**config.mk**
```make
export PLATFORM = sky130hd
export DESIGN_NAME = if_id_stage
export DESIGN_NICKNAME = d
export VERILOG_FILES = /design/src/rtl/if_id_stage_pkg.sv /design/src/rtl/if_id_stage_load_use_detect.sv /design/src/rtl/if_id_stage.sv
export SDC_FILE = /design/constraint.sdc
export NUM_CORES = 1
export LEC_CHECK = 0
export CAP_MARGIN = 20
export CORE_UTILIZATION = 32
export DETAILED_ROUTE_END_ITERATION = 10
export GPL_ROUTABILITY_DRIVEN = 0
export PLACE_DENSITY = 0.78
export SETUP_SLACK_MARGIN = 0.5
export SLEW_MARGIN = 20
export SYNTH_ARGS = -nofsm -noshare
export SYNTH_HDL_FRONTEND = slang
export SYNTH_SLANG_ARGS = --single-unit
```
**constraint.sdc**
```tcl
create_clock -name clk -period 1.85 [get_ports clk]
set_input_delay 0.37 -clock clk [delete_from_list [all_inputs] [get_ports clk]]
set_output_delay 0.37 -clock clk [all_outputs]
set_load 0.05 [all_outputs]
```
**src/rtl/if_id_stage_pkg.sv**
```systemverilog
// Shared definitions for the IF/ID boundary: opcode classes, reset PC+4 and register-field width.
// The uses_rs2 decode lives here so the forwarding unit can reuse the same source-operand rule.
package if_id_stage_pkg;

    localparam logic [5:0]  OP_RTYPE    = 6'h00;
    localparam logic [5:0]  OP_FRTYPE   = 6'h01;
    localparam logic [5:0]  OP_STORE_LO = 6'h28;
    localparam logic [5:0]  OP_STORE_HI = 6'h2F;

    localparam logic [31:0] DEFAULT_RESET_PC_PLUS_FOUR = 32'h0000_0004;
    localparam int          REG_FIELD_W                = 5;

    // R-types and stores read rs2; every other opcode only reads rs1.
    function automatic logic uses_rs2(input logic [5:0] opcode);
        return (opcode == OP_RTYPE) || (opcode == OP_FRTYPE) ||
               ((opcode >= OP_STORE_LO) && (opcode <= OP_STORE_HI));
    endfunction

endpackage

```
**src/rtl/if_id_stage_load_use_detect.sv**
```systemverilog
// Combinational load-use hazard compare between the IF/ID slot and the ID/EX load.
// Register 0 never produces a hazard since it is never really written.
module load_use_detect
    import if_id_stage_pkg::*;
#(
    parameter int REG_W = REG_FIELD_W
) (
    input  logic             i_id_valid,
    input  logic [5:0]       i_id_opcode,
    input  logic [REG_W-1:0] i_id_rs1,
    input  logic [REG_W-1:0] i_id_rs2,
    input  logic             i_ex_valid,
    input  logic             i_ex_mem_read,
    input  logic [REG_W-1:0] i_ex_rd,
    output logic             o_hazard
);

    logic w_uses_rs2;
    logic w_rs1_match;
    logic w_rs2_match;
    logic w_load_pending;

    assign w_uses_rs2     = uses_rs2(i_id_opcode);
    assign w_rs1_match    = (i_ex_rd == i_id_rs1);
    assign w_rs2_match    = w_uses_rs2 && (i_ex_rd == i_id_rs2);
    assign w_load_pending = i_ex_valid && i_ex_mem_read && (i_ex_rd != '0);
    assign o_hazard       = i_id_valid && w_load_pending && (w_rs1_match || w_rs2_match);

endmodule

```
**src/rtl/if_id_stage.sv**
```systemverilog
// IF/ID pipeline register with flush, external-stall and load-use stall control.
// Define IF_ID_HAZARD_STATS_EN to add saturating stall_cycles / flush_count counters.
module if_id_stage
    import if_id_stage_pkg::*;
#(
    parameter logic [31:0] RESET_PC_PLUS_FOUR = DEFAULT_RESET_PC_PLUS_FOUR,
    parameter int          REG_W              = REG_FIELD_W
) (
    input  logic             clk,
    input  logic             reset,
    input  logic [5:0]       if_opcode,
    input  logic [5:0]       if_function,
    input  logic [31:0]      if_pc_plus_four,
    input  logic [REG_W-1:0] if_rs1,
    input  logic [REG_W-1:0] if_rs2,
    input  logic [REG_W-1:0] if_rd,
    input  logic [15:0]      if_immediate,
    input  logic             if_valid,
    input  logic             flush,
    input  logic             ext_stall,
    input  logic             ex_mem_read,
    input  logic [REG_W-1:0] ex_rd,
    input  logic             ex_valid,
    output logic [5:0]       id_opcode,
    output logic [5:0]       id_function,
    output logic [31:0]      id_pc_plus_four,
    output logic [REG_W-1:0] id_rs1,
    output logic [REG_W-1:0] id_rs2,
    output logic [REG_W-1:0] id_rd,
    output logic [15:0]      id_immediate,
    output logic             id_valid,
    output logic             pc_write_en,
    output logic             id_bubble,
    output logic             hazard_stall
`ifdef IF_ID_HAZARD_STATS_EN
    ,
    output logic [31:0]      stall_cycles,
    output logic [31:0]      flush_count
`endif
);

    logic [5:0]       r_opcode;
    logic [5:0]       r_function;
    logic [31:0]      r_pc_plus_four;
    logic [REG_W-1:0] r_rs1;
    logic [REG_W-1:0] r_rs2;
    logic [REG_W-1:0] r_rd;
    logic [15:0]      r_immediate;
    logic             r_valid;
    logic             w_hazard;

    load_use_detect #(
        .REG_W(REG_W)
    ) u_load_use_detect (
        .i_id_valid   (r_valid),
        .i_id_opcode  (r_opcode),
        .i_id_rs1     (r_rs1),
        .i_id_rs2     (r_rs2),
        .i_ex_valid   (ex_valid),
        .i_ex_mem_read(ex_mem_read),
        .i_ex_rd      (ex_rd),
        .o_hazard     (w_hazard)
    );

    // Flush only drops the valid bit; fields stay put so nothing downstream sees them change.
    always_ff @(posedge clk) begin
        if (reset) begin
            r_opcode       <= '0;
            r_function     <= '0;
            r_pc_plus_four <= RESET_PC_PLUS_FOUR;
            r_rs1          <= '0;
            r_rs2          <= '0;
            r_rd           <= '0;
            r_immediate    <= '0;
            r_valid        <= 1'b0;
        end else if (flush) begin
            r_valid <= 1'b0;
        end else if (!ext_stall && !w_hazard) begin
            r_opcode       <= if_opcode;
            r_function     <= if_function;
            r_pc_plus_four <= if_pc_plus_four;
            r_rs1          <= if_rs1;
            r_rs2          <= if_rs2;
            r_rd           <= if_rd;
            r_immediate    <= if_immediate;
            r_valid        <= if_valid;
        end
    end

    // An external stall freezes ID/EX too, so no bubble is injected while it is active.
    always_comb begin
        pc_write_en = 1'b1;
        id_bubble   = w_hazard || !r_valid;
        if (reset) begin
            pc_write_en = 1'b1;
            id_bubble   = 1'b1;
        end else if (flush) begin
            pc_write_en = 1'b1;
            id_bubble   = ext_stall ? 1'b0 : (w_hazard || !r_valid);
        end else if (ext_stall) begin
            pc_write_en = 1'b0;
            id_bubble   = 1'b0;
        end else if (w_hazard) begin
            pc_write_en = 1'b0;
        end
    end

    assign id_opcode       = r_opcode;
    assign id_function     = r_function;
    assign id_pc_plus_four = r_pc_plus_four;
    assign id_rs1          = r_rs1;
    assign id_rs2          = r_rs2;
    assign id_rd           = r_rd;
    assign id_immediate    = r_immediate;
    assign id_valid        = r_valid;
    assign hazard_stall    = w_hazard;

`ifdef IF_ID_HAZARD_STATS_EN
    logic [31:0] r_stall_cycles;
    logic [31:0] r_flush_count;

    // Only hazard cycles that actually cost a fetch slot are counted as stalls.
    always_ff @(posedge clk) begin
        if (reset) begin
            r_stall_cycles <= '0;
            r_flush_count  <= '0;
        end else begin
            if (flush && (r_flush_count != '1)) begin
                r_flush_count <= r_flush_count + 32'd1;
            end
            if (w_hazard && !ext_stall && !flush && (r_stall_cycles != '1)) begin
                r_stall_cycles <= r_stall_cycles + 32'd1;
            end
        end
    end

    assign stall_cycles = r_stall_cycles;
    assign flush_count  = r_flush_count;
`endif

endmodule
```
==> impl_results.md, run 1 <==
- Run status: complete, but fails checks
- Failing checks: negative setup slack
- Pins over their slew limit: 0
- Avg Cell Area, Syn: between 10 and 15 µm²
- Fin cells: 530
- Max cap viols: 0
- Longest Clk Path Bufs: 2
- Crit path largest cell delay: approximately 540 ps
- Worst Tran Pin Value: between 200 and 300 ps
- Kind of critical path: reg -> out
- Layout cell share with drive strength beyond 1: approximately 41%
- DIE AREA: between 8000 and 9000 µm²
- Most frequent cells in the layout: clkdlybuf4s50_1, a22o_1, dfxtp_1
- Number of placed I/O pins: about 170
- Crit end category: output port
- Pleak: ~2.5 nW
- # hold bufs at CTS: 0
- Unrepaired setup endpoints after global routing: true
- Pwr/cell area: 781 nW/µm²
- Post-DP Area: 4360 µm²
- CTS clock-pin slew for the worst setup and hold paths: 80 ps
- Fill cell count: between 500 and 600
- Port-buffer cells: roughly 170
- Clock buffer count from CTS: 9
- Antenna viol nets, final: 0
- Reg-to-Reg End: id_rs2[1]
- Clock sinks: 76
- Storage cell area: roughly 1500 µm²
- Starting Density: about a third
- Max IR drop VDD: ~0.43 mV
- First-pass GRT wire length: 14400 µm
- CTS root buf: clkbuf_8
- Fin Setup TNS: -35140 ps
- WL final: roughly 9800 µm
- Area delta synth->final: 117%
- Most common cell after layout, fill and taps aside: clkdlybuf4s50_1
- CTS tree: done
- Stages on worst setup path: 7
- Pin count of the biggest net entering global routing: 14
- Final WS setup: -539 ps
- Initial antenna violation count: 0
- ANT cells: 0
- 1st-iter DRT viols: 118
- Crit path time final: about 2400 ps
- Final Cycle Share: 129%
- CP Launch Type: flop
- Worst Reg2Reg Path Length in Cells: 11
- Vias in the first global route: between 2000 and 3000
- Drc violations: 0
- Critical Path Fanout Max: 3
- Worst flop-to-flop path startpoint: id_opcode[3]
- Via/cell ratio: about 5
- Worst Hold Class: reg -> reg
- Sequential share of the synthesized area: 60.1%
- Finish-stage setup viols: 78
- Flops & latches, synth: 76
- Die width: just over 90 µm
- Req. time, crit path: 1480 ps
- Syn_nets: 289
- Die height: just over 90 µm
- Max Clk Rate: roughly 420 MHz
- Nets: 510
- CP startpoint: id_opcode[3]
- Critical path cell sequence: or4_4, a211oi_2, a22oi_2, nor2_4, buf_6, o21ai_4, buf_12
- Placed Cells: between 400 and 500
- Worst slew margin: between 80% and 90%
- Final Cell Area: 5480 µm²
- Clock skew: roughly 5.7 ps
- H-tree depth: 3
- Total number of vias: 2635
- YS warnings: 0
- Crit path max-delay cell type: or4_4
- Multi-input combinational cell area: between 900 and 1000 µm²
- Routed WL per cell: ~19 µm
- HPWL after detailed placement: approximately 5300 µm
- Post-Syn Instances: 202
- All-Layer GR Usage: a little under a quarter
- R2R setup slack: -540 ps
- Crit path max-delay family: simple AND/OR/NAND/NOR gates
- Clock Latency Late Sink: 340 ps
- DRT Pass-1 Iters: 4
- Worst path arrival time: 2020 ps
- Synth unique cells: 22
- GRT overflow: 0
- Core ar.: just under 8000 µm²
- Cell area after synthesis: approximately 2500 µm²
- CP endpoint: pc_write_en
- Buf/Inv on CP: 2
- Fin. Hold Viols: 0
- Rows: 32
worst reg2reg max path: cells and delay by family (launching register included):
family	cells	cell delay (ps)
buffers and inverters	6	780
AO/OA/AOI/OAI	4	670
AND/OR/NAND/NOR	1	540
flip-flops	1	330
synthesized netlist by cell type:
cell	count	area (µm²)
buf_2	8	40.0
xor2_1	10	87.6
buf_6	6	67.6
a22oi_1	2	15.0
nand4_1	1	6.26
nand2_1	3	11.3
or4_1	1	7.51
o311a_1	1	10.0
nor2_1	4	15.0
dfxtp_1	76	1520
nor4_1	1	6.26
clkbuf_1	2	7.51
o21ai_0	1	5.00
nand2b_1	1	6.26
o31a_1	1	8.76
o21a_1	1	7.51
o31ai_2	1	12.5
a22o_1	74	648
inv_1	3	11.3
nor3_1	3	15.0
a211oi_2	1	12.5
o21bai_1	1	7.51
repair_timing:
action / CTS / global route
pin swaps: 11 / 57
endpoints found under the setup margin: 126 / 111
buffers inserted: 17 / 4
resized for setup: 232 / 48
cloned: 17 / 2
hold endpoints to repair: 0 / 0
kinds of logic (layout without fill, tap and decap cells):
logic type / after synthesis / after routing / synth area share, %
XOR/XNOR: 10 / 10 / 3.46
AO/OA/AOI/OAI: 83 / 83 / 28.7
flip-flops: 76 / 76 / 60.1
buffers and inverters: 19 / 245 / 5.00
AND/OR/NAND/NOR: 14 / 14 / 2.67
area by class of cell:
type | count | share of cell area, %
inverters | 3 | 0.205
flip-flops and latches | 76 | 28.1
clock buffers | 11 | 2.40
clock inverters | 5 | 1.53
well taps | 102 | 2.33
repair buffers | 226 | 48.0
multi-input cells | 107 | 17.4
state kept, by name, summed over array words and instances, names as in the netlist:
register,flops
id_function,6
id_immediate,16
id_opcode,6
id_pc_plus_four,32
id_rd,5
id_rs1,5
id_rs2,5
id_valid,1
power breakdown:
group	internal (mW)	switching [mW]	total (mW)
combinational	0.570	0.538	1.11
clock	0.770	0.632	1.40
sequential	1.72	0.0514	1.77
layer usage:
layer | vias up | track usage, % | part of all wire, %
met4 | 0 | 7.80 | 1.8
met3 | 13 | 6.40 | 7.0
met2 | 125 | 39.1 | 50
met5 | - | 0 | 0
met1 | 1271 | 27.5 | 41
li1 | 1226 | - | -
worst min path at each step:
stage,from,endpoint,depth (start not counted)
2_1_floorplan,if_opcode[5],id_opcode[5],1
3_3_place_gp,id_pc_plus_four[9],id_pc_plus_four[9],1
3_5_place_dp,id_pc_plus_four[2],id_pc_plus_four[2],2
4_1_cts,id_pc_plus_four[2],id_pc_plus_four[2],2
5_1_grt,id_immediate[7],id_immediate[7],1
6_report,id_pc_plus_four[27],id_pc_plus_four[27],1
metrics by stage:
stage               total power, mW  util, %  hold slack [ps]  setup WS [ps]
CTS                            4.23     68.0              475           -626
floorplan                      2.26        -              495           -412
global placement               2.64     56.7              460           -567
finish                         4.28     71.3              481           -539
global route                   4.42     71.3              495           -636
detailed placement             2.65     56.7              462           -633
No activity file was read; power rests on OpenSTA's default activity.
==> run 2: changes to the inputs <==
--- a/config.mk
+++ b/config.mk
@@ -6,10 +6,11 @@
 export NUM_CORES = 1
 export LEC_CHECK = 0
 export CAP_MARGIN = 20
-export CORE_UTILIZATION = 32
+export CORE_UTILIZATION = 33
+export CTS_BUF_LIST = sky130_fd_sc_hd__clkbuf_4
 export DETAILED_ROUTE_END_ITERATION = 10
 export GPL_ROUTABILITY_DRIVEN = 0
-export PLACE_DENSITY = 0.78
+export PLACE_DENSITY = 0.8
 export SETUP_SLACK_MARGIN = 0.5
 export SLEW_MARGIN = 20
 export SYNTH_ARGS = -nofsm -noshare
==> run 2 against run 1 <==
- the flow still finishes with violations (negative setup slack)
- die area is 3.0% lower
- combinational power decreased by 8%
- total power shrank 12%
- fmax decreased by 1.7%
- largest power group unchanged
- global-route usage decreased by 1.8 points
==> impl_results.md, run 2 (synthesized netlist as in run 1, its figures left out) <==
- Die width: 89.6 µm
- Worst Tran Pin Value: between 300 and 400 ps
- 1st-iter DRT viols: between 90 and 100
- First-pass GRT wire length: approximately 13000 µm
- Clock Latency Late Sink: around 420 ps
- Largest register FFs: 32
- Area delta synth->final: 109%
- Initial antenna violation count: 0
- Nets: 489
- Pins over their slew limit: 0
- Stages on worst setup path: 6
- Clock buffer count from CTS: 9
- Fin. Hold Viols: 0
- Buf/Inv on CP: 2
- Vias in the first global route: 2519
- Clock sinks: 76
- CTS tree: done
- H-tree depth: 3
- Unrepaired setup endpoints after global routing: true
- Critical path cell sequence: or4_4, a211oi_2, a22oi_2, nor2_4, buf_4, buf_12
- ANT cells: 0
- Kind of critical path: reg -> out
- Crit path max-delay cell type: or4_4
- Net Sw Power: between 1 and 1.5 mW
- Critical Path Fanout Max: 4
- Most common cell after layout, fill and taps aside: clkdlybuf4s50_1
- HPWL after detailed placement: approximately 5300 µm
- Internal: 2.66 mW
- Switch share: slightly below 30%
- Pin count of the biggest net entering global routing: 34
- Total number of vias: roughly 2500
- Max Clk Rate: just over 400 MHz
- Hold_sp: id_pc_plus_four[2]
- Worst flop-to-flop path startpoint: id_opcode[3]
- Longest Clk Path Bufs: 2
- Finish-stage setup viols: between 70 and 80
- Final Cycle Share: 131%
- Flop pwr share: roughly 47%
- R2R setup slack: -500 ps
- Min Hold Slack: 492 ps
- Layout cell share with drive strength beyond 1: a little over half
- CP endpoint: hazard_stall
- Most frequent cells in the layout: clkdlybuf4s50_1, a22o_1, dfxtp_2
- Die height: between 80 and 90 µm
- Clock power frac: between 20% and 30%
- Via/cell ratio: 4.89
- Reg-to-Reg End: id_rd[1]
- Antenna viol nets, final: 0
- Number of placed I/O pins: ~170
- Crit path largest cell delay: ~530 ps
- All-Layer GR Usage: a little over a fifth
- Fin Setup TNS: -34490 ps
- Crit path max-delay family: simple AND/OR/NAND/NOR gates
- GRT overflow: 0
- Worst Hold Class: reg -> reg
- Core ar.: between 7000 and 8000 µm²
- DIE AREA: around 8000 µm²
- CTS clock-pin slew for the worst setup and hold paths: between 100 and 150 ps
- Final WS setup: -580 ps
- Failing checks: negative setup slack
- Max cap viols: 0
- Crit path time final: 2430 ps
- Pleak: about 2.3 nW
- Req. time, crit path: roughly 1500 ps
- Clock skew: approximately 22 ps
- Starting Density: ~35%
- CTS root buf: clkbuf_4
- DRT Pass-1 Iters: 4
- Drc violations: 0
- Routed WL per cell: between 15 and 20 µm
- CP startpoint: id_opcode[3]
- WL final: approximately 9000 µm
- Pwr/cell area: about 700 nW/µm²
- Rows: 31
- Crit end category: output port
- Combinational fraction of design power: a little over a quarter
- Max IR drop VDD: about 0.40 mV
- Worst Reg2Reg Path Length in Cells: 9
- Port-buffer cells: ~170
- CP Launch Type: flop
- Worst slew margin: between 70% and 80%
- Run status: complete, but fails checks
- Worst path arrival time: slightly above 2000 ps
==> run 2: final cells by class <==
type,instances,area (µm²)
clock buffer,10,75.1
clock inverter,6,55.1
fill,468,2040
inverter,3,11.3
multi-input combinational,107,932
sequential,76,1620
tap,99,124
timing repair buffer,205,2480
==> run 2: layer usage <==
layer	track usage (%)	wire, µm
met5	0	0
met4	6.35	86
met3	8.68	817
met2	37.1	4410
met1	23.2	3520
==> run 2: worst min-delay path: stages (launching register included) <==
cell,delay [ps]
dfxtp_2,340
inv_1,60
a22oi_2,70
==> run 2: through the flow <==
| stage | cells | area [µm²] | utilization [%] | worst slack (ps) | total power, mW |
|---|---|---|---|---|---|
| after floorplan | 202 | 2610 | - | -412 | 2.26 |
| after global placement | 472 | 4380 | 59.7 | -582 | 2.64 |
| after detailed placement | 472 | 4380 | 59.7 | -623 | 2.66 |
| after CTS | 500 | 5010 | 68.4 | -676 | 3.75 |
| after global routing | 506 | 5290 | 72.2 | -667 | 3.96 |
| final | 506 | 5290 | 72.2 | -580 | 3.78 |
==> run 2: power groups by stage <==
| stage | combinational [mW] | clock, mW | sequential [mW] |
|---|---|---|---|
| after CTS | 0.970 | 1.00 | 1.78 |
| after detailed placement | 0.857 | 0 | 1.80 |
| after floorplan | 0.180 | 0 | 2.08 |
| after global routing | 1.06 | 1.09 | 1.80 |
| final | 1.02 | 0.972 | 1.79 |
| after global placement | 0.846 | 0 | 1.80 |
==> run 2: worst min path at each step <==
| stage | end | depth (start not counted) |
|---|---|---|
| after floorplan | id_opcode[5] | 1 |
| after global placement | id_pc_plus_four[2] | 2 |
| after detailed placement | id_pc_plus_four[1] | 1 |
| after CTS | id_pc_plus_four[2] | 3 |
| after global routing | id_pc_plus_four[2] | 3 |
| final | id_pc_plus_four[2] | 2 |
==> run 2: what timing repair did <==
item,4_1_cts,5_1_grt
pin swaps,8,4
buffers inserted,5,5
cloned,7,1
endpoints found under the setup margin,154,152
resized for setup,333,87
hold buffers,0,0
==> run 3: changes to the inputs <==
--- a/config.mk
+++ b/config.mk
@@ -12,6 +12,7 @@
 export GPL_ROUTABILITY_DRIVEN = 0
 export PLACE_DENSITY = 0.8
 export SETUP_SLACK_MARGIN = 0.5
+export SKIP_CTS_REPAIR_TIMING = 1
 export SLEW_MARGIN = 20
 export SYNTH_ARGS = -nofsm -noshare
 export SYNTH_HDL_FRONTEND = slang
==> run 3 against run 2 <==
- the run still ends with negative setup slack left
- combinational power hardly changed
- die area is the same
- first-iteration DRC count down 50%
- worst setup slack got worse by 83 ps
- core utilization is 1.1 points lower
- critical path depth unchanged
- count of clock-buffer cells in the layout stayed put
- cell area shrank 1.6%
- sequential share of layout area rose by 0.49 points
- sequential power is essentially flat
- critical endpoint is now id_bubble
==> impl_results.md, run 3 (synthesized netlist as in run 1, its figures left out) <==
- Number of placed I/O pins: approximately 170
- CTS tree: done
- Routed WL per cell: approximately 18 µm
- Placed Cells: 472
- Port-buffer cells: about 170
- Nets: between 400 and 500
- 1st-iter DRT viols: 48
- Die height: roughly 90 µm
- Starting Density: 34.5%
- DIE AREA: 8020 µm²
- Clock buffer count from CTS: 9
- Failing checks: negative setup slack
- WL final: between 8000 and 9000 µm
- All-Layer GR Usage: approximately 17%
- Rows: 31
- Final WS setup: -663 ps
- Clock sinks: 76
- Antenna viol nets, final: 0
- Core ar.: roughly 7300 µm²
- Req. time, crit path: between 1000 and 1500 ps
- Most frequent cells in the layout: clkdlybuf4s50_1, a22o_1, buf_6
- Drc violations: 0
- HPWL after detailed placement: 5350 µm
- Pre-CTS setup slack: -623 ps
- Vias in the first global route: about 2300
- CTS root buf: clkbuf_4
- Run status: complete, but fails checks
- Finish-stage setup viols: 78
- Pwr/cell area: 727 nW/µm²
- CTS clock-pin slew for the worst setup and hold paths: between 100 and 150 ps
- Pleak: 2.25 nW
- Crit end category: output port
- Fin cells: slightly above 500
- Fin. Hold Viols: 0
- Fin Setup TNS: -35230 ps
- Total number of vias: roughly 2400
- Max Clk Rate: 398 MHz
- First-pass GRT wire length: a little over 10000 µm
- Min Hold Slack: approximately 490 ps
- Largest register FFs: 32
- Clock skew: between 10 and 15 ps
- ANT cells: 0
- Worst path arrival time: ~2100 ps
- DRT Pass-1 Iters: 4
- Pins over their slew limit: 0
- H-tree depth: 3
- Unrepaired setup endpoints after global routing: true
- Switch share: slightly below 30%
- Worst slew margin: between 70% and 80%
- Die width: ~90 µm
- Max cap viols: 0
- Final Cycle Share: 136%
- Crit path time final: around 2500 ps
- Top layer in use: met4
- Combinational fraction of design power: a little over a quarter
- Layout cell share with drive strength beyond 1: 51.9%
- Kind of critical path: reg -> out
- Area delta synth->final: 106%
- Clock power frac: about a quarter
- Critical Path Fanout Max: 4
- Longest Clk Path Bufs: 2
- Worst Hold Class: reg -> reg
- Pin count of the biggest net entering global routing: 43
- Met2 WL: 4570 µm
- Max IR drop VDD: between 0.3 and 0.4 mV
- Clock Latency Late Sink: just over 400 ps
- Most common cell after layout, fill and taps aside: clkdlybuf4s50_1
- Initial antenna violation count: 0
- Internal: 2.67 mW
- Worst Tran Pin Value: about 360 ps
- WL met3: a little over 800 µm
- Net Sw Power: ~1.1 mW
- GRT overflow: 0
- Metal-1 WL: 3430 µm
- CP Launch Type: flop
- Flop pwr share: a little under half
- Via/cell ratio: roughly 4.9
-- run 3: changes by cell type in the layout (fill, tap and decap cells not counted) --
cell / before / now
buf_12: 11 / 9
buf_16: 6 / 0
buf_6: 61 / 73
o21a_4: 1 / 0
buf_8: 29 / 20
buf_4: 11 / 8
o21a_2: 0 / 1
clkbuf_16: 1 / 7
-- run 3: power by group through the flow --
stage,registers [mW],clock network [mW],logic (mW)
2_1_floorplan,2.08,0,0.180
3_3_place_gp,1.80,0,0.846
3_5_place_dp,1.80,0,0.857
4_1_cts,1.76,1.00,0.859
5_1_grt,1.80,1.09,1.07
6_report,1.79,0.971,1.02
-- run 3: through the flow --
step,total power [mW],cell area (µm²),utilization [%]
global placement,2.64,4380,59.7
CTS,3.62,4510,61.5
global route,3.96,5210,71.1
floorplan,2.26,2610,-
finish,3.79,5210,71.1
detailed placement,2.66,4380,59.7
-- run 3: worst paths after layout --
check / startpoint / to / slack (ps) / cells after the start
max: id_opcode[3] / id_bubble / -660 / 6
min: id_pc_plus_four[2] / id_pc_plus_four[2] / 490 / 2
max reg2reg: id_opcode[3] / id_rd[2] / -510 / 8
min reg2reg: id_pc_plus_four[2] / id_pc_plus_four[2] / 490 / 2
-- run 3: critical path, stage by stage (launching register included) --
cell and delay [ps]:
dfxtp_2 340, or4_4 540, a211oi_2 250, a22oi_2 150
nor2_4 190, o31a_4 150, buf_12 130
-- run 3: final cells by class --
| cell class | instances | area (µm²) |
|---|---|---|
| tap | 99 | 124 |
| inverter | 3 | 11.3 |
| multi-input combinational | 107 | 926 |
| sequential | 76 | 1620 |
| clock inverter | 6 | 55.1 |
| fill | 479 | 2120 |
| clock buffer | 10 | 75.1 |
| timing repair buffer | 203 | 2400 |
-- run 3: routing by layer --
layer | vias up | global-route usage, %
li1 | 1173 | -
met1 | 1160 | 18.7
met2 | 108 | 29.0
met3 | 6 | 8.22
met4 | 0 | 5.63
met5 | - | 0
